===== src/rtl/simple_io_port.sv =====
// simple_io_port: console I/O responder for the SIMPLE CPU.
// OUT values are queued for the board display and stepped through with a
// debounced pushbutton; IN requests capture the synchronized switch bank.
// Build option IO_OUT_FIFO_EN: defined gives a DEPTH-entry output FIFO,
// undefined gives a single holding register (effective depth 1).

module simple_io_port #(
    parameter int unsigned DEPTH    = 4,
    parameter int unsigned DEBOUNCE = 7
) (
    input  logic        clock,
    input  logic        reset,
    input  logic        out_en,
    input  logic [15:0] out_data,
    output logic        out_full,
    output logic        overflow,
    input  logic        in_req,
    output logic [15:0] in_data,
    output logic        in_valid,
    input  logic [15:0] sw,
    input  logic        next_btn,
    output logic [15:0] disp_data,
    output logic        disp_valid,
    output logic [3:0]  out_count
);

    localparam int unsigned CW = $clog2(DEBOUNCE + 1);

    // Reject illegal DEPTH values at elaboration, whichever OUT path is built.
    if (DEPTH < 2 || DEPTH > 8 || (DEPTH & (DEPTH - 1)) != 0) begin : g_bad_depth
        $error("simple_io_port: DEPTH must be a power of 2 in 2..8");
    end

    logic [15:0] sw_m;
    logic [15:0] sw_s;
    logic        btn_m;
    logic        btn_s;

    typedef enum logic {
        IDLE  = 1'b0,
        COUNT = 1'b1
    } db_state_t;

    db_state_t   db_state;
    logic [CW-1:0] cnt;
    logic        btn_lvl;
    logic        pop_req;

    logic        push;
    logic        pop;

    // Two-flop synchronizers for the asynchronous switch bank and button.
    always_ff @(posedge clock) begin
        if (reset) begin
            sw_m  <= '0;
            sw_s  <= '0;
            btn_m <= 1'b0;
            btn_s <= 1'b0;
        end else begin
            sw_m  <= sw;
            sw_s  <= sw_m;
            btn_m <= next_btn;
            btn_s <= btn_m;
        end
    end

    // Debounce: a new button level is accepted only after DEBOUNCE stable
    // cycles; pop_req pulses once on each accepted press (0->1).
    always_ff @(posedge clock) begin
        if (reset) begin
            db_state <= IDLE;
            cnt      <= '0;
            btn_lvl  <= 1'b0;
            pop_req  <= 1'b0;
        end else begin
            pop_req <= 1'b0;
            case (db_state)
                IDLE: begin
                    if (btn_s != btn_lvl) begin
                        db_state <= COUNT;
                        cnt      <= CW'(1);
                    end
                end
                COUNT: begin
                    if (btn_s == btn_lvl) begin
                        db_state <= IDLE;
                        cnt      <= '0;
                    end else if (cnt == CW'(DEBOUNCE)) begin
                        btn_lvl  <= btn_s;
                        pop_req  <= btn_s;
                        db_state <= IDLE;
                        cnt      <= '0;
                    end else begin
                        cnt <= cnt + CW'(1);
                    end
                end
                default: begin
                    db_state <= IDLE;
                    cnt      <= '0;
                end
            endcase
        end
    end

    // IN path: one-cycle in_valid pulse carrying the synchronized switches.
    always_ff @(posedge clock) begin
        if (reset) begin
            in_data  <= '0;
            in_valid <= 1'b0;
        end else begin
            in_valid <= in_req;
            if (in_req) begin
                in_data <= sw_s;
            end
        end
    end

    // Sticky overflow: an OUT strobe whose push was rejected.
    always_ff @(posedge clock) begin
        if (reset) begin
            overflow <= 1'b0;
        end else if (out_en && !push) begin
            overflow <= 1'b1;
        end
    end

`ifdef IO_OUT_FIFO_EN

    localparam int unsigned PW = $clog2(DEPTH);

    logic [15:0]   mem [DEPTH];
    logic [PW-1:0] rd_ptr;
    logic [PW-1:0] wr_ptr;
    logic [PW-1:0] rd_ptr_nxt;
    logic [3:0]    count;
    logic [3:0]    count_nxt;
    logic [15:0]   disp_nxt;

    assign pop  = pop_req && (count != '0);
    assign push = out_en && ((count < 4'(DEPTH)) || pop);

    assign out_full   = (count == 4'(DEPTH));
    assign disp_valid = (count != '0);
    assign out_count  = count;

    // Next head value for the registered display. When the new head is the
    // slot being written this cycle, forward out_data instead of stale mem.
    always_comb begin
        rd_ptr_nxt = pop ? rd_ptr + PW'(1) : rd_ptr;
        count_nxt  = count;
        if (push && !pop) begin
            count_nxt = count + 4'd1;
        end else if (pop && !push) begin
            count_nxt = count - 4'd1;
        end
        disp_nxt = '0;
        if (count_nxt != '0) begin
            if (push && (rd_ptr_nxt == wr_ptr)) begin
                disp_nxt = out_data;
            end else begin
                disp_nxt = mem[rd_ptr_nxt];
            end
        end
    end

    // FIFO storage; contents are unreachable after reset so are not cleared.
    always_ff @(posedge clock) begin
        if (push) begin
            mem[wr_ptr] <= out_data;
        end
    end

    // FIFO pointers, occupancy and registered display head.
    always_ff @(posedge clock) begin
        if (reset) begin
            rd_ptr    <= '0;
            wr_ptr    <= '0;
            count     <= '0;
            disp_data <= '0;
        end else begin
            if (push) begin
                wr_ptr <= wr_ptr + PW'(1);
            end
            rd_ptr    <= rd_ptr_nxt;
            count     <= count_nxt;
            disp_data <= disp_nxt;
        end
    end

`else

    logic hold_valid;

    assign pop  = pop_req && hold_valid;
    assign push = out_en && (!hold_valid || pop);

    assign out_full   = hold_valid;
    assign disp_valid = hold_valid;
    assign out_count  = {3'b000, hold_valid};

    // Single holding register; a push wins over a simultaneous pop.
    always_ff @(posedge clock) begin
        if (reset) begin
            hold_valid <= 1'b0;
            disp_data  <= '0;
        end else if (push) begin
            hold_valid <= 1'b1;
            disp_data  <= out_data;
        end else if (pop) begin
            hold_valid <= 1'b0;
            disp_data  <= '0;
        end
    end

`endif

endmodule


===== config.mk =====
export PLATFORM = sky130hd
export DESIGN_NAME = simple_io_port
export DESIGN_NICKNAME = d
export VERILOG_FILES = /design/src/rtl/simple_io_port.sv
export SDC_FILE = /design/constraint.sdc
export NUM_CORES = 1
export LEC_CHECK = 0
export CAP_MARGIN = 10
export CORE_MARGIN = 5
export CORE_UTILIZATION = 35
export CTS_BUF_LIST = sky130_fd_sc_hd__clkbuf_8
export DETAILED_ROUTE_END_ITERATION = 8
export PLACE_DENSITY = 0.71
export SLEW_MARGIN = 20
export SYNTH_ARGS = -nofsm -noshare
export SYNTH_HDL_FRONTEND = slang
export SYNTH_SLANG_ARGS = --single-unit

===== constraint.sdc =====
create_clock -name clock -period 2.21 [get_ports clock]
set_input_delay 0.663 -clock clock [delete_from_list [all_inputs] [get_ports clock]]
set_output_delay 0.663 -clock clock [all_outputs]
set_load 0.005 [all_outputs]

==> summary.txt <==
Run status
  – Status: finished, final reports clean

Clocking
  – CTS Root Cell: clkbuf_8
  – Number of buffers created by CTS: 9
  – # Post-CTS Setup Buffers: 0
  – Clk buf depth: 2
  – Cts hold-fix bufs: 0
  – Reg clk slew, reported paths: 80 ps
  – # resized after CTS: 0
  – H-tree depth: 3
  – CTS tree: yes
  – Clk sinks: 75
  – Clk_lat worst skew: 350 ps

Logic synthesis
  – Yosys cell types: 26
  – Largest area contributor in the netlist: dfxtp_1
  – Area share of fa/ha/maj cells after synthesis: 0.00870
  – Largest family of logic cells by synthesized area: simple AND/OR/NAND/NOR gates
  – Synth Area in Simple Gates: 0.193
  – Main synth FF type: dfxtp_1
  – Syn Area/Cell: 11.0 um^2
  – Most common cell in the netlist: dfxtp_1
  – Sequential area share after synthesis: 0.522
  – Post-synthesis compound-gate area fraction: 0.0870
  – Synth area leaders: dfxtp_1, mux2i_1, nor2b_1, o221ai_2, nand4b_1
  – FF+latch count, synth: 75
  – Post-synth EDFFs: 0
  – Mapped cell area: 2880 um^2
  – Asr flop ratio synth: 0
  – Post-Syn Instances: between 200 and 300
  – Synth top cells by count: dfxtp_1, nor2b_1, mux2i_1
  – Share of the synthesized area in the top cell type: 0.522
  – Multiplexer share of the synthesized area: 0.118
  – Post-Synth XOR/XNOR Area: 0.00305
  – YS warnings: 0

STA
  – Setup violators final: 0
  – Setup TNS: 0 ps
  – RSZ-0062 raised after global routing: false
  – Slew margin rel.: 0.457
  – Fin Clk Skew: between 6 and 7 ps
  – Fin. max-slew vios: 0
  – Fin crit period: 1940 ps
  – Final hold violations: 0
  – F_max: 516 MHz
  – Final period utilization: 0.877
  – Worst Tran Pin Value: 814 ps

Worst setup path
  – Reg-to-reg startpoint: disp_valid$_SDFFE_PP0P_
  – FF-to-FF path depth: 3
  – Max stage delay on crit path: 530 ps
  – CP startpoint: disp_valid$_SDFFE_PP0P_
  – FF-to-FF setup slack: a little under 500 ps
  – Highest-delay cell along the critical path: clkdlybuf4s50_1
  – Crit-path max FO: 4
  – Cell family with most CP delay: buffers and inverters
  – CP Class: flop to output pin
  – Worst path required time: 1550 ps
  – Startpoint types: flop
  – Worst Setup End Kind: output pin
  – CP Cell Sequence: clkdlybuf4s50_1
  – CP bufs+invs: 1
  – R2R Path End: disp_data[3]$_SDFFE_PP0P_
  – Worst EP arrival: 1280 ps
  – Critical path depth: 1
  – Setup crit end: disp_valid

GRT
  – Largest net degree at the start of global routing: 47
  – First-pass GRT wire length: 9270 um
  – Initial antenna violation count: 0
  – Vias in the first global route: around 1900
  – Grt ovf: 0
  – All-Layer GR Usage: 0.117

Floorplan
  – Die W: 101 um
  – Die H: between 100 and 150 um
  – Core area: between 8000 and 9000 um^2
  – # rows: 33
  – IO Pins: 77
  – Die area: between 10000 and 15000 um^2
  – Starting density of the core: 0.355

Worst hold path
  – Hold Crit Class: flop to flop

Route
  – Metal2 WL: between 3000 and 4000 um
  – Vias: 2052
  – Antenna-violating nets left: 0
  – WL/cell: about 13 um
  – Routed wl met3: 279 um
  – Metal-1 WL: about 2300 um
  – Via density: 4.70
  – WL final: between 5000 and 6000 um
  – Top layer in use: met4
  – DR pass1 iterations: 4
  – # DRC: 0
  – DR iter-0 viols: 115

Pwr
  – PD cells: 736 nW/um^2
  – Total power: between 2 and 3 mW
  – Leak pwr: around 1.5 nW
  – Max VDD drop: about 0.39 mV

Placed design
  – # port buffers: between 70 and 80
  – Placed cell area: about 3600 um^2
  – Global placer's final weighted congestion: between 0.6 and 0.7
  – Detailed Place HPWL: 3940 um

Layout
  – Layout cell share with drive strength beyond 1: 0.108
  – Fillers: 757
  – Area grow syn2layout: 34.0%
  – Finished Cell Area: 3850 um^2
  – Final Net Count: roughly 370
  – ANT cells: 0

Run
  – Max cap viols: 0
-- logic make-up (layout without fill, tap and decap cells) --
kind of cell / count (synthesis) / in the layout
simple gates: 94 / 94
xor+xnor: 1 / 1
flops: 75 / 75
buf+inv: 31 / 100
mux: 34 / 34
other cells: 1 / 3
fa+ha+maj: 2 / 2
compound gates: 23 / 23
-- routing by layer --
layer | vias to the layer above | track usage
li1 | 1024 | -
met3 | 9 | 0.0325
met2 | 44 | 0.193
met4 | 0 | 0.0653
met5 | - | 0
met1 | 975 | 0.137
-- cells in the final DEF (no fill, tap or decap), types with 2 or more instances in the layout --
| master | n |
|---|---|
| o221ai_1 | 6 |
| clkdlybuf4s50_1 | 72 |
| nor2_1 | 17 |
| ha_1 | 2 |
| or3b_1 | 2 |
| buf_12 | 2 |
| dfxtp_1 | 75 |
| a211oi_1 | 2 |
| nand3b_1 | 3 |
| or2_1 | 2 |
| inv_1 | 3 |
| nand2_1 | 16 |
| mux2i_1 | 34 |
| a21oi_1 | 3 |
| o221ai_2 | 10 |
| nand4b_1 | 17 |
| buf_4 | 6 |
| conb_1 | 3 |
| clkbuf_8 | 9 |
| inv_6 | 3 |
| nor2b_1 | 35 |
-- flip-flops by register name (all words and copies together), names as in the netlist, 3 cells and up --
| register | flops |
|---|---|
| cnt | 3 |
| sw_s | 16 |
| in_data | 16 |
| disp_data | 16 |
| sw_m | 16 |
-- power breakdown --
part	total, mW	switching [mW]	internal (mW)	leakage, nW
sequential	1.44	0.0283	1.41	0.616
combinational	0.307	0.122	0.185	0.761
clock	1.09	0.547	0.543	0.103
-- worst min path at each step --
stage	from	to	depth (start not counted)
2_1_floorplan	btn_m$_SDFF_PP0_	btn_s$_SDFF_PP0_	1
3_3_place_gp	sw_m[10]$_SDFF_PP0_	sw_s[10]$_SDFF_PP0_	1
3_5_place_dp	sw_m[13]$_SDFF_PP0_	sw_s[13]$_SDFF_PP0_	1
5_1_grt	sw_m[5]$_SDFF_PP0_	sw_s[5]$_SDFF_PP0_	1
4_1_cts	sw_m[5]$_SDFF_PP0_	sw_s[5]$_SDFF_PP0_	1
6_report	sw_m[5]$_SDFF_PP0_	sw_s[5]$_SDFF_PP0_	1
-- layout make-up --
cell class                 instances  area [um^2]  share of cell area
sequential                        75         1500               0.390
tap                              105          131              0.0341
inverter                           3         11.3             0.00292
clock buffer                       9          124              0.0321
timing repair buffer              81          811               0.210
clock inverter                     7         83.8              0.0218
multi-input combinational        157         1190               0.309
-- per-stage QoR --
stage	util	cells	setup WS, ps	hold slack, ps
global route	0.476	437	211	453
finish	0.476	437	271	434
detailed placement	0.451	421	279	422
floorplan	-	263	733	414
global placement	0.451	421	316	417
CTS	0.476	437	245	439
(Power assumes the default switching activity.)
